$ cat src/rtl/sevenseg_scan_decoder_if.sv
// Scanned seven-segment monitor bus: scan inputs from the display drive and decoded
// MM:SS results back out.
interface sevenseg_scan_decoder_if;
    logic       sample_en;
    logic [3:0] anode;
    logic [6:0] cathode;
    logic [3:0] min_ten;
    logic [3:0] min_one;
    logic [3:0] sec_ten;
    logic [3:0] sec_one;
    logic [3:0] digit_valid;
    logic       frame_done;
    logic       err;

    modport master (
        output sample_en, anode, cathode,
        input  min_ten, min_one, sec_ten, sec_one, digit_valid, frame_done, err
    );

    modport slave (
        input  sample_en, anode, cathode,
        output min_ten, min_one, sec_ten, sec_one, digit_valid, frame_done, err
    );
endinterface

$ cat src/rtl/sevenseg_scan_decoder.sv
// Watches a multiplexed 4-digit seven-segment drive, settles each scanned pattern and
// decodes it back to BCD with per-digit valid, frame and error reporting.
module sevenseg_scan_decoder #(
    parameter int unsigned STABLE_SAMPLES  = 4,
    parameter int unsigned TIMEOUT_SAMPLES = 1024
) (
    input logic                    clk,
    input logic                    reset,
    sevenseg_scan_decoder_if.slave bus
);
    localparam int unsigned CW = $clog2(STABLE_SAMPLES + 1);
    localparam int unsigned TW = $clog2(TIMEOUT_SAMPLES + 1);
    localparam logic [CW-1:0] SMAX = CW'(STABLE_SAMPLES);
    localparam logic [TW-1:0] TMAX = TW'(TIMEOUT_SAMPLES);

    typedef enum logic {StSettle, StLocked} state_t;

    state_t      state;
    logic [10:0] sync1, sync2, prev, acc_pat;
    logic [CW-1:0] cnt, cnt_inc;
    logic        accept;
    logic [3:0]  digit [4];
    logic [TW-1:0] tcnt [4];
    logic [TW-1:0] tcnt_d [4];
    logic [3:0]  valid, valid_d, seen, seen_next;
    logic [3:0]  sel, acc_bit, bad_bit, hit;
    logic        single, legal, err_next, frame_done, err;
    logic [3:0]  bcd;

    // Returns {legal, bcd} for an active-low {g..a} pattern.
    function automatic logic [4:0] decode_seg(input logic [6:0] c);
        case (c)
            7'h40:   decode_seg = {1'b1, 4'd0};
            7'h79:   decode_seg = {1'b1, 4'd1};
            7'h24:   decode_seg = {1'b1, 4'd2};
            7'h30:   decode_seg = {1'b1, 4'd3};
            7'h19:   decode_seg = {1'b1, 4'd4};
            7'h12:   decode_seg = {1'b1, 4'd5};
            7'h02:   decode_seg = {1'b1, 4'd6};
            7'h78:   decode_seg = {1'b1, 4'd7};
            7'h00:   decode_seg = {1'b1, 4'd8};
            7'h10:   decode_seg = {1'b1, 4'd9};
            default: decode_seg = 5'd0;
        endcase
    endfunction

    always_comb begin
        cnt_inc = (cnt == SMAX) ? cnt : cnt + CW'(1);
        {legal, bcd} = decode_seg(acc_pat[6:0]);
        sel     = ~acc_pat[10:7];
        single  = (sel != 4'd0) && ((sel & (sel - 4'd1)) == 4'd0);
        hit     = (accept && single) ? sel : 4'd0;
        acc_bit = legal ? hit : 4'd0;
        bad_bit = legal ? 4'd0 : hit;
        // A blank frame (no anode low) is neither a digit nor an error.
        err_next  = accept && (sel != 4'd0) && (!single || !legal);
        seen_next = seen | acc_bit;
        for (int i = 0; i < 4; i++) begin
            tcnt_d[i] = tcnt[i];
            if (hit[i]) begin
                tcnt_d[i] = '0;
            end else if (bus.sample_en && tcnt[i] != TMAX) begin
                tcnt_d[i] = tcnt[i] + TW'(1);
            end
            valid_d[i] = valid[i];
            if (acc_bit[i]) begin
                valid_d[i] = 1'b1;
            end else if (bad_bit[i] || tcnt_d[i] == TMAX) begin
                valid_d[i] = 1'b0;
            end
        end
    end

    always_ff @(posedge clk or posedge reset) begin
        if (reset) begin
            sync1      <= 11'h7FF;
            sync2      <= 11'h7FF;
            prev       <= 11'h7FF;
            acc_pat    <= 11'h7FF;
            state      <= StSettle;
            cnt        <= '0;
            accept     <= 1'b0;
            valid      <= 4'd0;
            seen       <= 4'd0;
            frame_done <= 1'b0;
            err        <= 1'b0;
            for (int i = 0; i < 4; i++) begin
                digit[i] <= 4'd0;
                tcnt[i]  <= '0;
            end
        end else begin
            sync1  <= {bus.anode, bus.cathode};
            sync2  <= sync1;
            accept <= 1'b0;
            if (bus.sample_en) begin
                prev <= sync2;
                if (sync2 != prev) begin
                    cnt   <= CW'(1);
                    state <= StSettle;
                end else if (state == StSettle) begin
                    cnt <= cnt_inc;
                    if (cnt_inc == SMAX) begin
                        accept  <= 1'b1;
                        acc_pat <= sync2;
                        state   <= StLocked;
                    end
                end
            end
            for (int i = 0; i < 4; i++) begin
                if (acc_bit[i]) digit[i] <= bcd;
                tcnt[i] <= tcnt_d[i];
            end
            valid      <= valid_d;
            err        <= err_next;
            frame_done <= (seen_next == 4'hF);
            seen       <= (seen_next == 4'hF) ? 4'd0 : seen_next;
        end
    end

    assign bus.min_ten     = digit[3];
    assign bus.min_one     = digit[2];
    assign bus.sec_ten     = digit[1];
    assign bus.sec_one     = digit[0];
    assign bus.digit_valid = valid;
    assign bus.frame_done  = frame_done;
    assign bus.err         = err;
endmodule
$ cat src/flat_wrapper.sv
// flat-port wrapper written by rule: the top's interface ports become plain ports
module sevenseg_scan_decoder_flat 
#(
    parameter int unsigned STABLE_SAMPLES  = 4,
    parameter int unsigned TIMEOUT_SAMPLES = 1024
)
  (clk, reset, bus_sample_en, bus_anode, bus_cathode, bus_min_ten, bus_min_one, bus_sec_ten, bus_sec_one, bus_digit_valid, bus_frame_done, bus_err);
  sevenseg_scan_decoder_if bus_i ();
  input logic clk;
  input logic reset;
  input wire logic [$bits(bus_i.sample_en)-1:0] bus_sample_en;
  input wire logic [$bits(bus_i.anode)-1:0] bus_anode;
  input wire logic [$bits(bus_i.cathode)-1:0] bus_cathode;
  output wire logic [$bits(bus_i.min_ten)-1:0] bus_min_ten;
  output wire logic [$bits(bus_i.min_one)-1:0] bus_min_one;
  output wire logic [$bits(bus_i.sec_ten)-1:0] bus_sec_ten;
  output wire logic [$bits(bus_i.sec_one)-1:0] bus_sec_one;
  output wire logic [$bits(bus_i.digit_valid)-1:0] bus_digit_valid;
  output wire logic [$bits(bus_i.frame_done)-1:0] bus_frame_done;
  output wire logic [$bits(bus_i.err)-1:0] bus_err;
  assign bus_i.sample_en = bus_sample_en;
  assign bus_i.anode = bus_anode;
  assign bus_i.cathode = bus_cathode;
  assign bus_min_ten = bus_i.min_ten;
  assign bus_min_one = bus_i.min_one;
  assign bus_sec_ten = bus_i.sec_ten;
  assign bus_sec_one = bus_i.sec_one;
  assign bus_digit_valid = bus_i.digit_valid;
  assign bus_frame_done = bus_i.frame_done;
  assign bus_err = bus_i.err;
  sevenseg_scan_decoder #(.STABLE_SAMPLES(STABLE_SAMPLES), .TIMEOUT_SAMPLES(TIMEOUT_SAMPLES)) u_core (.clk(clk), .reset(reset), .bus(bus_i));
endmodule
$ cat config.mk
export PLATFORM = sky130hd
export DESIGN_NAME = sevenseg_scan_decoder_flat
export DESIGN_NICKNAME = d
export VERILOG_FILES = /design/src/rtl/sevenseg_scan_decoder_if.sv /design/src/rtl/sevenseg_scan_decoder.sv /design/src/flat_wrapper.sv
export SDC_FILE = /design/constraint.sdc
export NUM_CORES = 1
export LEC_CHECK = 0
export CORE_MARGIN = 4
export CORE_UTILIZATION = 30
export CTS_BUF_LIST = sky130_fd_sc_hd__clkbuf_8
export DETAILED_ROUTE_END_ITERATION = 6
export HOLD_SLACK_MARGIN = 0.1
export SYNTH_ARGS = -nofsm -noshare
export SYNTH_HDL_FRONTEND = slang
export SYNTH_SLANG_ARGS = --single-unit
$ cat constraint.sdc
create_clock -name clk -period 4.25 [get_ports clk]
set_input_delay 0.425 -clock clk [delete_from_list [all_inputs] [get_ports clk]]
set_output_delay 0.425 -clock clk [all_outputs]
set_load 0.005 [all_outputs]
==> flow_summary.json <==
{
  "status": "finished, final reports clean",
  "synthAdderAreaFrac_pct": 2.30,
  "start_util_pct": 31.0,
  "antenna_found_initial": 0,
  "antennaDiodeCount": 0,
  "design_area_um2": 6930,
  "cts_tree": "built",
  "netlist.area_leader.share_pct": 31.9,
  "post-cts-setup-buffers": 0,
  "avgSynthCellArea_um2": 10.5,
  "grt_max_degree": 76,
  "worst-path-max-fanout": 11,
  "post_dp_cell_area_um2": 6490,
  "power_density_nw_per_um2": 467,
  "netSwitchingPower_uw": 979,
  "io_buffers": 35,
  "clockBufferDepth": 2,
  "ir_worst_vdd_mv": 0.211,
  "grt_pass1_vias": 4191,
  "worstHoldPathCells": 0,
  "path_cells": "inv_1 > ha_1 > nor3b_1 > a21oi_1 > mux2_2 > or3_1 > nor3_2 > mux2_2",
  "die_height_um": 148,
  "cpMostUsedCell": "mux2_2",
  "synth_edf_count": 0,
  "synth_top_cells_by_area": "dfrtp_1, dfstp_2, mux2_2, nor2_1, xor2_1",
  "hold_violations": 0,
  "synth_top_family_by_area": "simple AND/OR/NAND/NOR gates",
  "vias_per_cell": 4.83,
  "synth_cell_types": 64,
  "cp-start-kind": "flip-flop",
  "leakage_uw": 0.00287,
  "dr.pass1.iters": 4,
  "clock-root-buffer": "clkbuf_8",
  "syn_to_final_growth_pct": 17.9,
  "synth_compound_area_share_pct": 8.43,
  "yosys.area.top_type": "dfrtp_1",
  "place_inst": 838,
  "numCtsBuffers": 17,
  "power_frac_clock_pct": 34.7,
  "cts.sinks": 119,
  "clock_latency_ns": 0.44,
  "worst_r2r_path_depth": 8,
  "synth_flop_cell": "dfrtp_1",
  "grt_pass1_wl_um": 20800,
  "synth_warnings": 0,
  "drive_gt1_share_pct": 19.8,
  "regToRegSetupSlack_ns": 1.36,
  "path_class": "flip-flop to flip-flop",
  "num_vias": 4199,
  "period_needed_ns": 2.89,
  "required_ns": 4.61,
  "gr-total-overflow": 0,
  "slowest_delay_ns": 0.76,
  "die_w_um": 148,
  "async_flop_share_pct": 100,
  "cpMaxStageDelayCell": "nor3_2",
  "ant_nets": 0,
  "final_cells": 870,
  "clkTransAtPathRegs_ns": 0.07,
  "cts_htree_levels": 4,
  "cp.arrival_ns": 3.26,
  "num-nets-final": 621,
  "rsz0062_at_grt": "false",
  "cts_resized": 0,
  "min_path_type": "flip-flop to flip-flop",
  "drtIter0Drc": 307,
  "synth_xor_area_share_pct": 7.45,
  "fin_setup_tns_ns": 0,
  "slew_viol_final": 0,
  "max_freq_ghz": 0.346,
  "setup_viol": 0,
  "track_usage_pct": 11.9,
  "power.internal_uw": 2260,
  "fin_crit_sh_pct": 68.1,
  "drc": 0,
  "fin_skew_ns": 0.0103,
  "cp-end-kind": "flip-flop",
  "tightest_slew_ns": 1.06,
  "synth.area.mux_share_pct": 7.24,
  "dp_hpwl_um": 8820,
  "synthSimpleGateAreaFrac_pct": 20.0,
  "die_area_um2": 21900,
  "syn_inst": 559,
  "core-area_um2": 19000,
  "io_pins": 36,
  "wl_um": 12500,
  "p_comb_share_pct": 18.8,
  "ys_ff_latch": 119,
  "netlist_area_um2": 5870,
  "hold_buffers": 0,
  "fp-row-count": 50,
  "seqPwrFrac_pct": 46.5,
  "wl_per_cell_um": 14.4,
  "sw_frac_of_total_pct": 30.3,
  "ys_seq_area_share_pct": 51.6,
  "maxCapViolations": 0,
  "syn_nets": 583,
  "slew_headroom_pct": 29.0,
  "globalplace.congestion": 0.808
}
final timing paths:
check / startpoint / to
min: u_core.sync1[5]$_DFF_PP1_ / u_core.sync2[5]$_DFF_PP1_
min in group asynchronous: reset / u_core.bus.sec_one[1]$_DFFE_PP0P_
max: u_core.cnt[0]$_DFFE_PP0P_ / u_core.acc_pat[2]$_DFFE_PP1P_
max reg2reg: u_core.cnt[0]$_DFFE_PP0P_ / u_core.acc_pat[2]$_DFFE_PP1P_
max in group asynchronous: reset / u_core.sync2[7]$_DFF_PP1_
min reg2reg: u_core.sync1[5]$_DFF_PP1_ / u_core.sync2[5]$_DFF_PP1_
registers in the layout, summed over array words and instances (netlist names), 11 cells and up:
| register | cells |
|---|---|
| u_core.acc_pat | 11 |
| u_core.tcnt | 44 |
| u_core.sync1 | 11 |
| u_core.sync2 | 11 |
| u_core.prev | 11 |
logic make-up after synthesis:
family | count (synthesis)
and+or+nand+nor | 223
DFF | 119
AOI/OAI and AO/OA | 78
xor gates and xnor gates | 50
buffers and inverters | 39
muxes | 39
adders and majority gates | 11
layout make-up:
| type | count | area, um2 |
|---|---|---|
| Fill cell | 1860 | 12000 |
| Tap cell | 260 | 325 |
| Inverter | 17 | 66.3 |
| Timing Repair Buffer | 41 | 395 |
| Multi-Input combinational cell | 401 | 2670 |
| Clock inverter | 12 | 160 |
| Sequential cell | 119 | 3030 |
| Clock buffer | 20 | 275 |
power groups by stage:
stage / sequential, uW / clock (uW) / combinational [uW]
floorplan: 1430 / 0 / 543
global placement: 1510 / 0 / 584
detailed placement: 1520 / 0 / 607
CTS: 1500 / 1150 / 614
global route: 1530 / 1200 / 696
finish: 1500 / 1120 / 608
Yosys cell counts, drive strengths merged, types with 3 or more instances:
library cell / n
dfstp: 44
a311oi: 3
or4b: 3
or3: 7
xor2: 27
nor3b: 5
clkbuf: 16
and2: 4
nand3: 13
a21oi: 21
nor4: 7
o21ai: 30
and3: 9
nand2b: 3
nor4b: 4
buf: 6
nor2: 70
mux2: 28
ha: 10
mux2i: 11
inv: 17
nand2: 45
nand4: 15
xnor2: 23
a31oi: 6
and4: 6
dfrtp: 75
nor3: 19
per-stage QoR:
stage	util, %	hold slack, ns	setup slack, ns	power, uW
6_report	36.5	0.356	1.36	3230
5_1_grt	36.5	0.354	1.18	3430
4_1_cts	36.5	0.354	1.34	3270
3_5_place_dp	34.2	0.347	1.30	2120
3_3_place_gp	34.2	0.345	1.39	2090
2_1_floorplan	-	0.345	0.740	1970
placed cells by master, fill, tap and decap left out, types with 4 or more instances in the layout:
master            n
clkbuf_8         20
dfstp_2          44
inv_1            20
and3_1            9
buf_4             6
xor2_1           27
mux2_2           28
a21oi_1          19
bufinv_16         4
nand4_1          15
mux2i_1          11
or3_1             6
nand2_1          45
and2_1            4
and4_1            5
clkdlybuf4s50_1  35
nor2_1           70
dfrtp_1          75
ha_1             10
nand3_1          13
nor3b_1           5
o21ai_0          28
a31oi_1           6
nor3_1           18
nor4_1            5
xnor2_1          23
worst max-delay path, delay by kind of cell, from the launching register on:
| family | cells | cell delay, ns |
|---|---|---|
| fa+ha+maj | 1 | 0.24 |
| buf+inv | 1 | 0.10 |
| flops | 1 | 0.41 |
| simple gates | 3 | 1.32 |
| mux | 2 | 0.69 |
| compound gates | 1 | 0.06 |
routing by layer:
metal	GRT usage, %	up-vias	part of all wire (%)
met1	15.4	2045	46
met3	3.49	24	4.8
met4	5.08	0	2.1
met5	0	-	0
li1	-	2045	-
met2	18.5	85	47
Power figures use the tool's default switching activity.
